**src/rtl/timestamp_word_decoder.sv**
```systemverilog
// Timestamp word decoder.
// Pulls 32-bit words from the timestamp FIFO, keeps words carrying this block's identifier,
// pairs a low word (tag 1) with a following high word (tag 2) into a 48-bit timestamp, and
// presents it over valid/ready together with the modulo-2^48 delta to the previous timestamp.
// Protocol violations are tallied in saturating 8-bit counters.
//
// Ports:
//   clk_i, rst_ni        clock, asynchronous active-low reset
//   clear_i              synchronous soft clear of state, pairing, history, counters, valid
//   fifo_empty_i         upstream FIFO empty
//   fifo_read_o          read strobe; fifo_data_i is valid exactly one cycle later
//   fifo_data_i          word: [31:28] id, [27:24] tag, [23:0] payload
//   ts_valid_o           timestamp valid, held until ts_ready_i
//   ts_ready_i           downstream accept
//   ts_data_o            {hi payload, lo payload}
//   ts_delta_o           ts_data_o minus previous emitted timestamp (0 when ts_first_o)
//   ts_first_o           no previous timestamp since reset/clear
//   *_cnt_o              saturating error counters
module timestamp_word_decoder #(
   parameter logic [3:0] Identifier = 4'b0001
) (
   input  logic        clk_i,
   input  logic        rst_ni,
   input  logic        clear_i,
   input  logic        fifo_empty_i,
   output logic        fifo_read_o,
   input  logic [31:0] fifo_data_i,
   output logic        ts_valid_o,
   input  logic        ts_ready_i,
   output logic [47:0] ts_data_o,
   output logic [47:0] ts_delta_o,
   output logic        ts_first_o,
   output logic [7:0]  foreign_cnt_o,
   output logic [7:0]  orphan_cnt_o,
   output logic [7:0]  dup_cnt_o,
   output logic [7:0]  badtag_cnt_o
);

   typedef enum logic [1:0] {StLoReq, StLoWait, StHiReq, StHiWait} state_e;

   state_e      state_q, state_d;
   logic [23:0] lo_q, lo_d;
   logic [47:0] prev_q, prev_d;
   logic        prev_valid_q, prev_valid_d;
   logic        ts_valid_q, ts_valid_d;
   logic [47:0] ts_data_q, ts_data_d;
   logic [47:0] ts_delta_q, ts_delta_d;
   logic        ts_first_q, ts_first_d;
   logic [7:0]  foreign_q, foreign_d;
   logic [7:0]  orphan_q, orphan_d;
   logic [7:0]  dup_q, dup_d;
   logic [7:0]  badtag_q, badtag_d;

   logic [3:0]  word_id;
   logic [3:0]  word_tag;
   logic [23:0] word_payload;
   logic [47:0] ts_new;

   function automatic logic [7:0] sat_inc(input logic [7:0] v);
      return (v == 8'hFF) ? v : v + 8'd1;
   endfunction

   assign word_id      = fifo_data_i[31:28];
   assign word_tag     = fifo_data_i[27:24];
   assign word_payload = fifo_data_i[23:0];
   assign ts_new       = {word_payload, lo_q};

   // A pending output blocks further reads so at most one timestamp is ever in flight.
   assign fifo_read_o = ((state_q == StLoReq) || (state_q == StHiReq)) && !fifo_empty_i &&
                        !ts_valid_q && !clear_i;

   always_comb begin
      state_d      = state_q;
      lo_d         = lo_q;
      prev_d       = prev_q;
      prev_valid_d = prev_valid_q;
      ts_valid_d   = ts_valid_q;
      ts_data_d    = ts_data_q;
      ts_delta_d   = ts_delta_q;
      ts_first_d   = ts_first_q;
      foreign_d    = foreign_q;
      orphan_d     = orphan_q;
      dup_d        = dup_q;
      badtag_d     = badtag_q;

      if (ts_valid_q && ts_ready_i) begin
         ts_valid_d = 1'b0;
      end

      if (clear_i) begin
         // The word returned in a WAIT cycle is dropped without being counted.
         state_d      = StLoReq;
         lo_d         = '0;
         prev_d       = '0;
         prev_valid_d = 1'b0;
         ts_valid_d   = 1'b0;
         foreign_d    = '0;
         orphan_d     = '0;
         dup_d        = '0;
         badtag_d     = '0;
      end else begin
         unique case (state_q)
            StLoReq: begin
               if (fifo_read_o) state_d = StLoWait;
            end
            StHiReq: begin
               if (fifo_read_o) state_d = StHiWait;
            end
            StLoWait: begin
               state_d = StLoReq;
               if (word_id != Identifier) begin
                  foreign_d = sat_inc(foreign_q);
               end else if (word_tag == 4'h1) begin
                  lo_d    = word_payload;
                  state_d = StHiReq;
               end else if (word_tag == 4'h2) begin
                  orphan_d = sat_inc(orphan_q);
               end else begin
                  badtag_d = sat_inc(badtag_q);
               end
            end
            StHiWait: begin
               if (word_id != Identifier) begin
                  foreign_d = sat_inc(foreign_q);
                  state_d   = StHiReq;
               end else if (word_tag == 4'h1) begin
                  // Newest low word wins.
                  dup_d   = sat_inc(dup_q);
                  lo_d    = word_payload;
                  state_d = StHiReq;
               end else if (word_tag == 4'h2) begin
                  ts_data_d    = ts_new;
                  ts_delta_d   = prev_valid_q ? (ts_new - prev_q) : 48'd0;
                  ts_first_d   = !prev_valid_q;
                  prev_d       = ts_new;
                  prev_valid_d = 1'b1;
                  ts_valid_d   = 1'b1;
                  state_d      = StLoReq;
               end else begin
                  badtag_d = sat_inc(badtag_q);
                  lo_d     = '0;
                  state_d  = StLoReq;
               end
            end
         endcase
      end
   end

   always_ff @(posedge clk_i or negedge rst_ni) begin
      if (!rst_ni) begin
         state_q      <= StLoReq;
         lo_q         <= '0;
         prev_q       <= '0;
         prev_valid_q <= 1'b0;
         ts_valid_q   <= 1'b0;
         ts_data_q    <= '0;
         ts_delta_q   <= '0;
         ts_first_q   <= 1'b0;
         foreign_q    <= '0;
         orphan_q     <= '0;
         dup_q        <= '0;
         badtag_q     <= '0;
      end else begin
         state_q      <= state_d;
         lo_q         <= lo_d;
         prev_q       <= prev_d;
         prev_valid_q <= prev_valid_d;
         ts_valid_q   <= ts_valid_d;
         ts_data_q    <= ts_data_d;
         ts_delta_q   <= ts_delta_d;
         ts_first_q   <= ts_first_d;
         foreign_q    <= foreign_d;
         orphan_q     <= orphan_d;
         dup_q        <= dup_d;
         badtag_q     <= badtag_d;
      end
   end

   assign ts_valid_o    = ts_valid_q;
   assign ts_data_o     = ts_data_q;
   assign ts_delta_o    = ts_delta_q;
   assign ts_first_o    = ts_first_q;
   assign foreign_cnt_o = foreign_q;
   assign orphan_cnt_o  = orphan_q;
   assign dup_cnt_o     = dup_q;
   assign badtag_cnt_o  = badtag_q;

endmodule

```
**config.mk**
```make
export PLATFORM = sky130hd
export DESIGN_NAME = timestamp_word_decoder
export DESIGN_NICKNAME = d
export VERILOG_FILES = /design/src/rtl/timestamp_word_decoder.sv
export SDC_FILE = /design/constraint.sdc
export NUM_CORES = 1
export LEC_CHECK = 0
export CORE_ASPECT_RATIO = 0.7
export CORE_MARGIN = 2
export CORE_UTILIZATION = 40
export CTS_BUF_LIST = sky130_fd_sc_hd__clkbuf_4
export DETAILED_ROUTE_END_ITERATION = 8
export SLEW_MARGIN = 20
export SYNTH_ARGS = -nofsm -noshare
export SYNTH_HDL_FRONTEND = slang
export SYNTH_SLANG_ARGS = --single-unit
```
**constraint.sdc**
```tcl
create_clock -name clk_i -period 6.35 [get_ports clk_i]
set_clock_uncertainty 0.05 [all_clocks]
set_input_delay 1.27 -clock clk_i [delete_from_list [all_inputs] [get_ports clk_i]]
set_output_delay 1.27 -clock clk_i [all_outputs]
set_load 0.02 [all_outputs]
```
==> results_dict.tcl <==
set metrics [dict create \
    io_pins 168 \
    routed_wirelength_mm 32.5 \
    clk_pin_slew_ns 0.06 \
    post-route-period-util 0.614 \
    syn_area_per_cell_um2 8.81 \
    relSlewSlack 0.430 \
    avgRoutedWirePerCell_um 18.0 \
    row_count 50 \
    core_um2 26700 \
    clk_latency_ns 0.70 \
    ctsResizeCount 0 \
    max-cap-violations 0 \
    netlist.area_leader.share 0.475 \
    drt-initial-drc-count 748 \
    instances_no_fill 1805 \
    dieHeight_um 141 \
    design_area_um2 13500 \
    finalHoldViolations 0 \
    p_leak_uw 0.00607 \
    critical_path_class "input pin to register" \
    grt_overflow 0 \
    cts_tree "done" \
    nets 1487 \
    cts-htree-levels 2 \
    yosysWarningCount 0 \
    synth_edf_count 0 \
    synthCells 1224 \
    grt_pass1_vias 9011 \
    dieArea_um2 28300 \
    synthTopCellsByArea "dfrtp_1 (48%), nand2_1 (12%), ha_1 (5.9%)" \
    yosysTopAreaCell "dfrtp_1" \
    dpl_cell_area_um2 12800 \
    syn-num-nets 1313 \
    async_flop_share 1.00 \
    yosys_register_bits 205 \
    area_delta_synth_final_pct 24.8 \
    place.gp.congestion 0.870 \
    cts_hold_buf 0 \
    dr.pass1.iters 5 \
    power.density_nw_per_um2 199 \
    hold_class "register to register" \
    cts_setup_buffers 0 \
    yosysUniqueCellTypes 59 \
    critPathArrivalTime_ns 4.42 \
    dp.cells 1704 \
    die_x_um 200 \
    cts.path.max_buffers 3 \
    finalCriticalPeriod_ns 3.90 \
    ant_nets 0 \
    drive_gt1_frac 0.0778 \
    grt_antenna_before_repair 1 \
    initial_core_util 0.405 \
    viasPerCell 5.21 \
    cts_buffers 55 \
    peakVddDrop_mv 0.121 \
    cts_root_buf "clkbuf_4" \
    setup_viol 0 \
    syn-cell-area_um2 10800 \
    worstMarginPinSlew_ns 0.855 \
    grt_pass1_wl_mm 51.5 \
    cts_sinks 205 \
    cp_max_fo 52 \
    vias 9406 \
    critPathLaunchType "input pin" \
    setup-tns-final_ns 0 \
    numPortBuffers 167 \
    grt_usage 0.229 \
    crit_required_ns 6.87 \
    synth-seq-area-share 0.475 \
    dp_hpwl_mm 22.6 \
    maxSlewViolCount 0 \
    drc 0 \
    end_kind "register" \
    fillerInstances 2592 \
    outcome "complete, no violations" \
    ys.flop_type "dfrtp_1" \
    final_util 0.505 \
    grt_setup_unrepaired "false" \
    fmax_mhz 256 \
    grt_max_degree 103 \
]
## kinds of logic (layout without fill, tap and decap cells)
group	Yosys count	count (layout)	synth area share
multiplexers	4	4	0.00371
AO/OA/AOI/OAI	289	289	0.173
XOR/XNOR	68	68	0.0552
other	0	1	0
AND/OR/NAND/NOR	487	487	0.189
flip-flops	205	205	0.475
buffers and inverters	119	335	0.0417
adder cells (fa/ha/maj)	52	52	0.0610
## routing by layer
| metal | track usage | vias to the layer above | wire length (um) |
|---|---|---|---|
| met3 | 0.0475 | 42 | 2440 |
| li1 | - | 4538 | - |
| met4 | 0.0589 | 0 | 505 |
| met1 | 0.360 | 4471 | 16500 |
| met5 | 0 | - | 0 |
| met2 | 0.318 | 355 | 13100 |
## worst paths after layout
check,start,endpoint,slack (ns),cells past startpoint
worst max-delay path,fifo_data_i[29],ts_delta_o[27],2.45,9
worst max register to register,lo_q[0],ts_delta_o[40],2.66,13
max in group asynchronous,rst_ni,ts_delta_o[34],4.24,2
worst min-delay path,ts_data_o[16],ts_data_o[16],0.41,2
min in group asynchronous,rst_ni,ts_data_o[2],0.63,1
worst min register to register,ts_data_o[16],ts_data_o[16],0.41,2
## stage by stage
step	hold WS [ns]	worst slack, ns	power (uW)
after floorplan	0.439	2.65	1450
after global placement	0.402	1.63	1550
after detailed placement	0.406	1.58	1550
after CTS	0.421	2.33	2720
after global routing	0.436	2.24	2810
final	0.415	2.45	2680
## registers in the layout, summed over array words and instances, names as in the netlist
| register | flops |
|---|---|
| ts_valid_o | 1 |
| prev_valid_q | 1 |
| badtag_cnt_o | 8 |
| ts_data_o | 48 |
| ts_delta_o | 48 |
| foreign_cnt_o | 8 |
| ts_first_o | 1 |
| dup_cnt_o | 8 |
| orphan_cnt_o | 8 |
| lo_q | 24 |
| prev_q | 48 |
| state_q | 2 |
## cell usage in the layout, fill, tap and decap left out, types with 9 or more instances in the layout
cell	instances
a21o_1	26
a21oi_1	104
a22o_1	23
a31oi_1	11
and3_1	10
buf_4	9
clkbuf_4	72
clkdlybuf4s50_1	165
clkinv_1	19
dfrtp_1	205
ha_1	51
inv_1	59
nand2_1	341
nand3_1	17
nand4_1	15
nor2_1	55
nor3_1	11
o21ai_0	62
xnor2_1	27
xor2_1	41
## cells in the mapped netlist, drive strengths merged (2+ instances only)
| cell type | instances |
|---|---|
| a2111oi | 2 |
| and2 | 8 |
| a21bo | 2 |
| nand3 | 17 |
| inv | 59 |
| o21a | 3 |
| o21bai | 7 |
| a32o | 2 |
| o2111ai | 3 |
| o21ai | 70 |
| a221o | 3 |
| o41ai | 3 |
| nor2 | 56 |
| a31oi | 11 |
| a22o | 23 |
| a21boi | 2 |
| ha | 51 |
| clkbuf | 58 |
| a31o | 2 |
| mux2i | 4 |
| nor3 | 12 |
| nor4 | 5 |
| nand2 | 342 |
| xor2 | 41 |
| o31ai | 9 |
| o211ai | 4 |
| a21oi | 104 |
| buf | 2 |
| nand2b | 6 |
| or3 | 8 |
| and3 | 10 |
| dfrtp | 205 |
| nand4 | 15 |
| a21o | 26 |
| xnor2 | 27 |
| nor2b | 3 |
| a311oi | 3 |
| a211oi | 5 |
## worst max-delay path: stages
cell	delay, ns
clkdlybuf4s50_1	0.41
nor4b_2	0.51
nand2_1	0.21
nor3_1	0.31
and2_1	0.17
buf_4	0.47
nand2b_4	0.45
buf_12	0.33
a32o_1	0.24
## final cells by class
class / instances / area, um2 / share of cell area
diodes: 1 / 2.50 / 0.000186
clock buffers: 72 / 541 / 0.0401
clock inverters: 27 / 135 / 0.0100
inverters: 59 / 221 / 0.0164
multi-input cells: 900 / 5230 / 0.388
flip-flops and latches: 205 / 5130 / 0.381
well taps: 364 / 455 / 0.0338
repair buffers: 177 / 1760 / 0.131
## report_power, final
group          internal, uW  switching, uW
Combinational          76.6            134
Sequential             1310           3.81
Clock                   573            582
Total                  1960            719
Note: power is estimated with default switching activity, not from simulation.
